File: src/rtl/uart_tx_pkg.sv
// uart_tx_pkg: shared UART definitions (also intended for uart_rx).
//   UART_DATA_BITS       - data bits per frame
//   UART_CLK_PER_BIT_DEF - default clk cycles per bit period
//   uart_state_e         - FSM state encodings (IDLE, START, DATA, PARITY, STOP)
package uart_tx_pkg;

  localparam int UART_DATA_BITS       = 8;
  localparam int UART_CLK_PER_BIT_DEF = 100;

  typedef enum logic [2:0] {
    UART_IDLE   = 3'd0,
    UART_START  = 3'd1,
    UART_DATA   = 3'd2,
    UART_PARITY = 3'd3,
    UART_STOP   = 3'd4
  } uart_state_e;

endpackage

File: src/rtl/uart_baud_cnt.sv
// uart_baud_cnt: bit-period counter, counts 0..CLK_PER_BIT-1 and wraps.
//   clk   in  clock
//   rst   in  synchronous active-high reset
//   clear in  hold the count at 0 (line idle)
//   tick  out high on the last cycle of a bit period (count == CLK_PER_BIT-1)
module uart_baud_cnt #(
  parameter int CLK_PER_BIT = 100
) (
  input  logic clk,
  input  logic rst,
  input  logic clear,
  output logic tick
);

  localparam int CW = (CLK_PER_BIT > 1) ? $clog2(CLK_PER_BIT) : 1;

  logic [CW-1:0] clk_cnt;

  assign tick = (clk_cnt == CW'(CLK_PER_BIT - 1));

  always_ff @(posedge clk) begin
    if (rst || clear)  clk_cnt <= '0;
    else if (tick)     clk_cnt <= '0;
    else               clk_cnt <= clk_cnt + CW'(1);
  end

endmodule

File: src/rtl/uart_tx.sv
// uart_tx: 8N1 UART transmitter with a one-byte holding register.
// Frames go back-to-back with no idle gap while the holding register is full.
//   clk         in  clock, rising edge
//   rst         in  synchronous active-high reset (aborts any frame, drops queued byte)
//   in_valid    in  byte on in_data offered
//   in_data     in  byte to send
//   in_ready    out holding register empty (registered)
//   serial_line out TX line, idle high, driven from a flop
//   busy        out frame on the line
//   done        out one-cycle pulse on the last cycle of each stop bit
// Config macro: UART_TX_PARITY_EN adds an even-parity bit between data and stop.
module uart_tx
  import uart_tx_pkg::*;
#(
  parameter int CLK_PER_BIT = UART_CLK_PER_BIT_DEF
) (
  input  logic       clk,
  input  logic       rst,
  input  logic       in_valid,
  input  logic [7:0] in_data,
  output logic       in_ready,
  output logic       serial_line,
  output logic       busy,
  output logic       done
);

  uart_state_e state_q, state_d;
  logic [UART_DATA_BITS-1:0] shift_q, shift_d;
  logic [UART_DATA_BITS-1:0] hold_q;
  logic [2:0] bit_idx_q, bit_idx_d;
  logic       hold_full_q, hold_full_d;
  logic       tick, load, accept, line_d;
`ifdef UART_TX_PARITY_EN
  logic       par_q;
`endif

  uart_baud_cnt #(.CLK_PER_BIT(CLK_PER_BIT)) u_baud (
    .clk   (clk),
    .rst   (rst),
    .clear (state_q == UART_IDLE),
    .tick  (tick)
  );

  assign accept = in_valid && in_ready;
  assign busy   = (state_q != UART_IDLE);

  always_comb begin
    state_d   = state_q;
    shift_d   = shift_q;
    bit_idx_d = bit_idx_q;
    load      = 1'b0;
    done      = 1'b0;
    case (state_q)
      UART_IDLE:
        if (hold_full_q) begin
          load    = 1'b1;
          state_d = UART_START;
        end
      UART_START:
        if (tick) begin
          state_d   = UART_DATA;
          bit_idx_d = 3'd0;
        end
      UART_DATA:
        if (tick) begin
          shift_d   = shift_q >> 1;
          bit_idx_d = bit_idx_q + 3'd1;
          if (bit_idx_q == 3'd7) begin
`ifdef UART_TX_PARITY_EN
            state_d = UART_PARITY;
`else
            state_d = UART_STOP;
`endif
          end
        end
`ifdef UART_TX_PARITY_EN
      UART_PARITY:
        if (tick) state_d = UART_STOP;
`endif
      UART_STOP:
        if (tick) begin
          done = 1'b1;
          // A queued byte starts its frame on the very next cycle.
          if (hold_full_q) begin
            load    = 1'b1;
            state_d = UART_START;
          end else begin
            state_d = UART_IDLE;
          end
        end
      default: state_d = UART_IDLE;
    endcase
    if (load) shift_d = hold_q;

    hold_full_d = accept | (hold_full_q & ~load);

    // Line value is computed for the next state so the flop output lines up
    // with the state change (line low on the load edge).
    case (state_d)
      UART_START:  line_d = 1'b0;
      UART_DATA:   line_d = shift_d[0];
`ifdef UART_TX_PARITY_EN
      UART_PARITY: line_d = par_q;
`endif
      default:     line_d = 1'b1;
    endcase
  end

  always_ff @(posedge clk) begin
    if (rst) begin
      state_q     <= UART_IDLE;
      shift_q     <= '0;
      bit_idx_q   <= '0;
      hold_full_q <= 1'b0;
      in_ready    <= 1'b1;
      serial_line <= 1'b1;
    end else begin
      state_q     <= state_d;
      shift_q     <= shift_d;
      bit_idx_q   <= bit_idx_d;
      hold_full_q <= hold_full_d;
      in_ready    <= ~hold_full_d;
      serial_line <= line_d;
    end
  end

  // Data registers need no reset; hold_full_q qualifies their contents.
  always_ff @(posedge clk) begin
    if (accept) hold_q <= in_data;
  end

`ifdef UART_TX_PARITY_EN
  always_ff @(posedge clk) begin
    if (rst)       par_q <= 1'b0;
    else if (load) par_q <= ^hold_q;
  end
`endif

endmodule

File: config.mk
export PLATFORM = sky130hd
export DESIGN_NAME = uart_tx
export DESIGN_NICKNAME = d
export VERILOG_FILES = /design/src/rtl/uart_tx_pkg.sv /design/src/rtl/uart_baud_cnt.sv /design/src/rtl/uart_tx.sv
export SDC_FILE = /design/constraint.sdc
export NUM_CORES = 1
export LEC_CHECK = 0
export ABC_AREA = 1
export CORE_UTILIZATION = 25
export CTS_CLUSTER_SIZE = 16
export DETAILED_ROUTE_END_ITERATION = 10
export MAX_ROUTING_LAYER = met4
export PLACE_DENSITY = 0.4
export SYNTH_ARGS = -nofsm -noshare
export SYNTH_HDL_FRONTEND = slang
export SYNTH_SLANG_ARGS = --single-unit
File: constraint.sdc
create_clock -name clk -period 1.79 [get_ports clk]
set_input_delay 0.358 -clock clk [delete_from_list [all_inputs] [get_ports clk]]
set_output_delay 0.358 -clock clk [all_outputs]
set_load 0.005 [all_outputs]
# Word level (Yosys, flattened, before mapping)

Cells that the tools add are included.

Register bits: 32
Output and inout port bits: 4

$add $sub $neg: 2
Equality and inequality tests: 9
Mux-type cells: 19
Bitwise gates (word level): 4
Reduce and logical (&&, ||, !) cells: 10

Operators by type and width:

| cell                                                 | number |
|---|---|
| two-way mux 8 bit                                    | 3 |
| two-way mux 3 bit                                    | 7 |
| case mux 3 bit (4 select lines)                      | 1 |
| adder 7 x 1 -> 7 bit (second input constant)         | 1 |
| equality test 7 bit (second input constant)          | 1 |
| equality test 3 x 1 -> 1 bit (second input constant) | 2 |
| equality test 3 x 2 -> 1 bit (second input constant) | 2 |
| equality test 3 bit (second input constant)          | 2 |
| case mux 3 bit (2 select lines)                      | 1 |
| nonzero test 2 bit                                   | 3 |
| two-way mux 1 bit                                    | 5 |
| != test 2 bit (second input constant)                | 2 |
| case mux 1 bit (2 select lines)                      | 2 |
| adder 3 x 1 -> 3 bit (second input constant)         | 1 |
| zero test 3 bit                                      | 1 |
| AND reduction 3 bit                                  | 1 |
| nonzero test 3 bit                                   | 1 |
| NOT 1 bit                                            | 2 |
| AND reduction 2 bit                                  | 1 |
| OR reduction 2 bit                                   | 1 |
| bitwise AND 1 bit                                    | 1 |
| logical AND 1 bit                                    | 1 |
| logical OR 1 bit                                     | 1 |
| OR 1 bit                                             | 1 |

# Depth between registers and ports, before layout

Depth in word-level cells: 7
Gate-level depth with buffers: 10
Gate-level depth less buffers: 9

# Cells and area by module

From an unflattened synthesis, not the netlist that was laid out.

Cells, all modules: 177
Area total of the unflattened synthesis: 1423.9 um2

Modules (own cells, without submodules):

| module        | instances | cells each | area an instance (um2) | seq. area each (um2) |
|---|---|---|---|---|
| uart_tx       | 1         | 126        | 1057.3                 | 580.6 |
| uart_baud_cnt | 1         | 51         | 366.6                  | 140.1 |

# Least setup slack after synthesis

No wires, ideal clock.

Kind: reg-to-reg
Start: register u_baud.clk_cnt[0]
End: register shift_q[1]
Library setup time: 0.115 ns
Data arrival time: 1.274 ns
Setup slack: 0.401 ns
Stages on the path, launching flop included: 10
Clock period less this slack: 1.389 ns
Cell sequence: dfxtp_1 ha_1 inv_2 nor2_4 nand3_4 nand2_4 nand2_4 buf_6 o21ai_1 nor2_1

Word-level cells in the longest chain between the ends: 5
Elaborated cells on any way between the ends: 7

RTL lines:

| item                                 | line                | source |
|---|---|---|
| start, declared                      | uart_baud_cnt.sv:17 | `logic [CW-1:0] clk_cnt;` |
| start signal, assigned               | uart_baud_cnt.sv:24 | `else clk_cnt <= clk_cnt + CW'(1);` |
| equality test 7 bit *                | uart_baud_cnt.sv:19 | `assign tick = (clk_cnt == CW'(CLK_PER_BIT - 1));` |
| two-way mux 1 bit                    | uart_tx.sv:81       | `if (tick) begin` |
| case mux 1 bit (2 select lines)      | uart_tx.sv:53       | `case (state_q)` |
| nonzero test 2 bit (no source line)  | --                  |  |
| AND reduction 2 bit (no source line) | --                  |  |
| end signal, assigned                 | uart_tx.sv:119      | `shift_q <= shift_d;` |
| end, declared                        | uart_tx.sv:28       | `logic [UART_DATA_BITS-1:0] shift_q, shift_d;` |

Every way passes the cells marked *; elsewhere a longest branch is shown, timed or not.
A chain may end at the register's enable or synchronous reset.

# Final worst setup path

Start: register state_q[2]
End: output busy

Word-level cells in the longest chain between the ends: 1

RTL lines:

| item                   | line           | source |
|---|---|---|
| start, declared        | uart_tx.sv:27  | `uart_state_e state_q, state_d;` |
| start signal, assigned | uart_tx.sv:118 | `state_q <= state_d;` |
| nonzero test 3 bit     | uart_tx.sv:45  | `assign busy = (state_q != UART_IDLE);` |
| end, declared          | uart_tx.sv:23  | `output logic busy,` |

No other way between the ends.

==> run_results.csv <==
group,metric,value,unit
outcome,status,"complete, no violations",
setup_path,rr_startpoint,"u_baud.clk_cnt[0]$_SDFF_PP0_",
routing,drc,0,
synth,synth_top_area_cell,"dfxtp_1",
clock_tree,numCtsBuffers,5,
clock_tree,cts_num_sinks,32,
sta,setup_slack,0.0848,ns
routing,drt_iter0_markers,40,
synth,synth_common_cells,"nand2_1, dfxtp_1, nor2_1",
sta,rsz0062_at_grt,"no",
finish,fin_nets,192,
routing,ant_nets,0,
finish,finalNonFillerCells,249,
synth,synth_top_area_share,0.354,
finish,drive_above_1_share,0.179,
synth,netlist_instances,154,
synth,synthArstFlopShare,0,
die,io_pins,15,
sta,slew_headroom,0.762,
synth,syn_avg_cell_area,8.81,sq um
power,power.density,943,nW/um^2
clock_tree,insertion_delay,0.28,ns
job,drv_cap,0,
die,core-area,5170,sq um
synth,synth_seq_area_share,0.531,
power,power.leakage,0.000667,uW
sta,fin_crit,1.71,ns
sta,final.period_utilization,0.953,
sta,finalSetupViolCount,0,
place,gp_congestion,0.720,
setup_path,slowest_delay,0.50,ns
synth,synth.distinct_cells,25,
sta,fin_skew,0.00852,ns
setup_path,critPathBufInv,2,
clock_tree,htree_levels,2,
place,portBuffers,14,
setup_path,required,1.43,ns
synth,ys_seq_elements,32,
synth,netlist_top_cells_area,"dfxtp_1, edfxtp_1, nand2_1",
synth,yosysMostFrequentCell,"nand2_1",
setup_path,crit_type,"reg2out",
sta,tns,0,ns
setup_path,path_delay_family,"buffers and inverters",
global_routing,grt_antenna_before_repair,0,
setup_path,worst_setup_path_end_kind,"output pin",
finish,antennaDiodeCount,0,
global_routing,first_global_vias,1032,
setup_path,startpoint,"state_q[2]$_SDFF_PP0_",
sta,finalHoldViolCount,0,
place,dp_cells,240,
setup_path,worstPathMaxFanout,5,
global_routing,overflow,0,
clock_tree,clockRootBuffer,"clkbuf_8",
sta,fmax,586,MHz
die,start_util,0.262,
setup_path,worstPathCellList,"inv_1 -> nand2_1 -> clkdlybuf4s50_1",
sta,slew_violations,0,
global_routing,grt_pass1_wl,4.52,mm
clock_tree,cts_tree,"done",
synth,syn_nets,168,
routing,via_per_inst,4.23,
sta,tightest_slew,0.357,ns
finish,final_area,1720,sq um
power,ir_worst_vdd,449,uV
place,pre_cts_ws,0.0372,ns
clock_tree,cts.path.max_buffers,2,
setup_path,worstSetupStartpointType,"register",
synth,yosys_warnings,0,
die,die_h,75.7,microns
global_routing,grt_start_max_net_pins,18,
synth,synth_edf_count,8,
place,post_dp_cell_area,1600,sq um
die,fp-row-count,26,
synth,synth-main-ff-cell,"dfxtp_1",
place,dpl.hpwl,1.83,mm
setup_path,crit_arrival,1.35,ns
synth,synthesis.area,1360,sq um
clock_tree,clk_pin_slew,0.07,ns
routing,wl_per_cell,10.4,microns
setup_path,slowest_stage,"clkdlybuf4s50_1",
finish,area_delta_synth_final,26.8,%
die,die_area,5720,sq um
routing,vias,1054,
routing,wirelength,2.60,mm
worst_hold_path,worstHoldStart,"bit_idx_q[2]$_SDFFE_PP0P_",
routing,firstDrtPassIters,4,
global_routing,grtUsageTotal,0.113,
power,p_total,1620,uW
worst_hold_path,min-delay-path-class,"reg2reg",
die,die_w,75.7,microns
[cells by family after synthesis]
logic type / synth area share
simple gates: 0.289
flops: 0.531
compound gates: 0.0849
buf+inv: 0.0544
fa+ha+maj: 0.0277
xor+xnor: 0.0129
[layer usage]
layer	vias to the layer above	routed length [microns]	track usage
met5	-	0	-
met2	19	1120	0.170
met3	6	106	0.0397
met4	0	46	0.0494
li1	559	-	-
met1	470	1330	0.136
[report_power, final]
group          internal [uW]  switching, uW  total [uW]  leakage [uW]
Clock                    413            271         684     0.0000552
Combinational           68.4           67.9         136      0.000338
Sequential               782           18.4         801      0.000274
[registers in the layout, indices dropped and copies added, names as in the netlist]
name / flops
u_baud.clk_cnt: 7
state_q: 3
hold_q: 8
hold_full_q: 1
shift_q: 8
bit_idx_q: 3
in_ready: 1
serial_line: 1
[area by class of cell]
| class | instances | area (sq um) |
|---|---|---|
| fillers | 538 | 3450 |
| flip-flops and latches | 32 | 726 |
| multi-input cells | 105 | 567 |
| repair buffers | 19 | 173 |
| well taps | 70 | 87.6 |
| clock buffers | 6 | 72.6 |
| inverters | 15 | 58.8 |
| clock inverters | 2 | 35.0 |
[path summary, 6_finish.rpt]
check,end,cells past startpoint,slack (ns)
worst max-delay path,busy,3,0.08
worst min-delay path,bit_idx_q[2]$_SDFFE_PP0P_,2,0.47
worst max register to register,serial_line$_SDFF_PP1_,9,0.24
worst min register to register,bit_idx_q[2]$_SDFFE_PP0P_,2,0.47
[placed cells by master (no fill, tap or decap), types with 3 or more instances in the layout]
cell type	count
edfxtp_1	8
nand2_1	27
dfxtp_1	20
nand2_4	3
dfxtp_2	4
nand3_1	15
clkbuf_8	5
a21oi_1	16
buf_4	5
o21ai_1	7
nor2_2	3
inv_1	12
nor2_1	19
clkdlybuf4s50_1	13
[through the flow]
| stage | utilization | hold WS [ns] |
|---|---|---|
| floorplan | - | 0.430 |
| CTS | 0.333 | 0.474 |
| finish | 0.332 | 0.468 |
| detailed placement | 0.309 | 0.464 |
| global route | 0.332 | 0.494 |
| global placement | 0.309 | 0.444 |
[what timing repair did]
action	CTS	global route
endpoints found under the setup margin	2	2
pin swaps	0	0
gates resized for setup	6	3
setup buffers	1	0
hold buffers	0	0
[worst reg2reg max path: stages (launching register included)]
cell and delay, ns:
dfxtp_2 0.34, ha_2 0.18, buf_4 0.13, nand3_1 0.10, nor2_2 0.23, nand2_4 0.14
nand2_1 0.08, nand3_1 0.09, nand3_1 0.09, nand3_1 0.07
No activity file was read; power rests on OpenSTA's default activity.
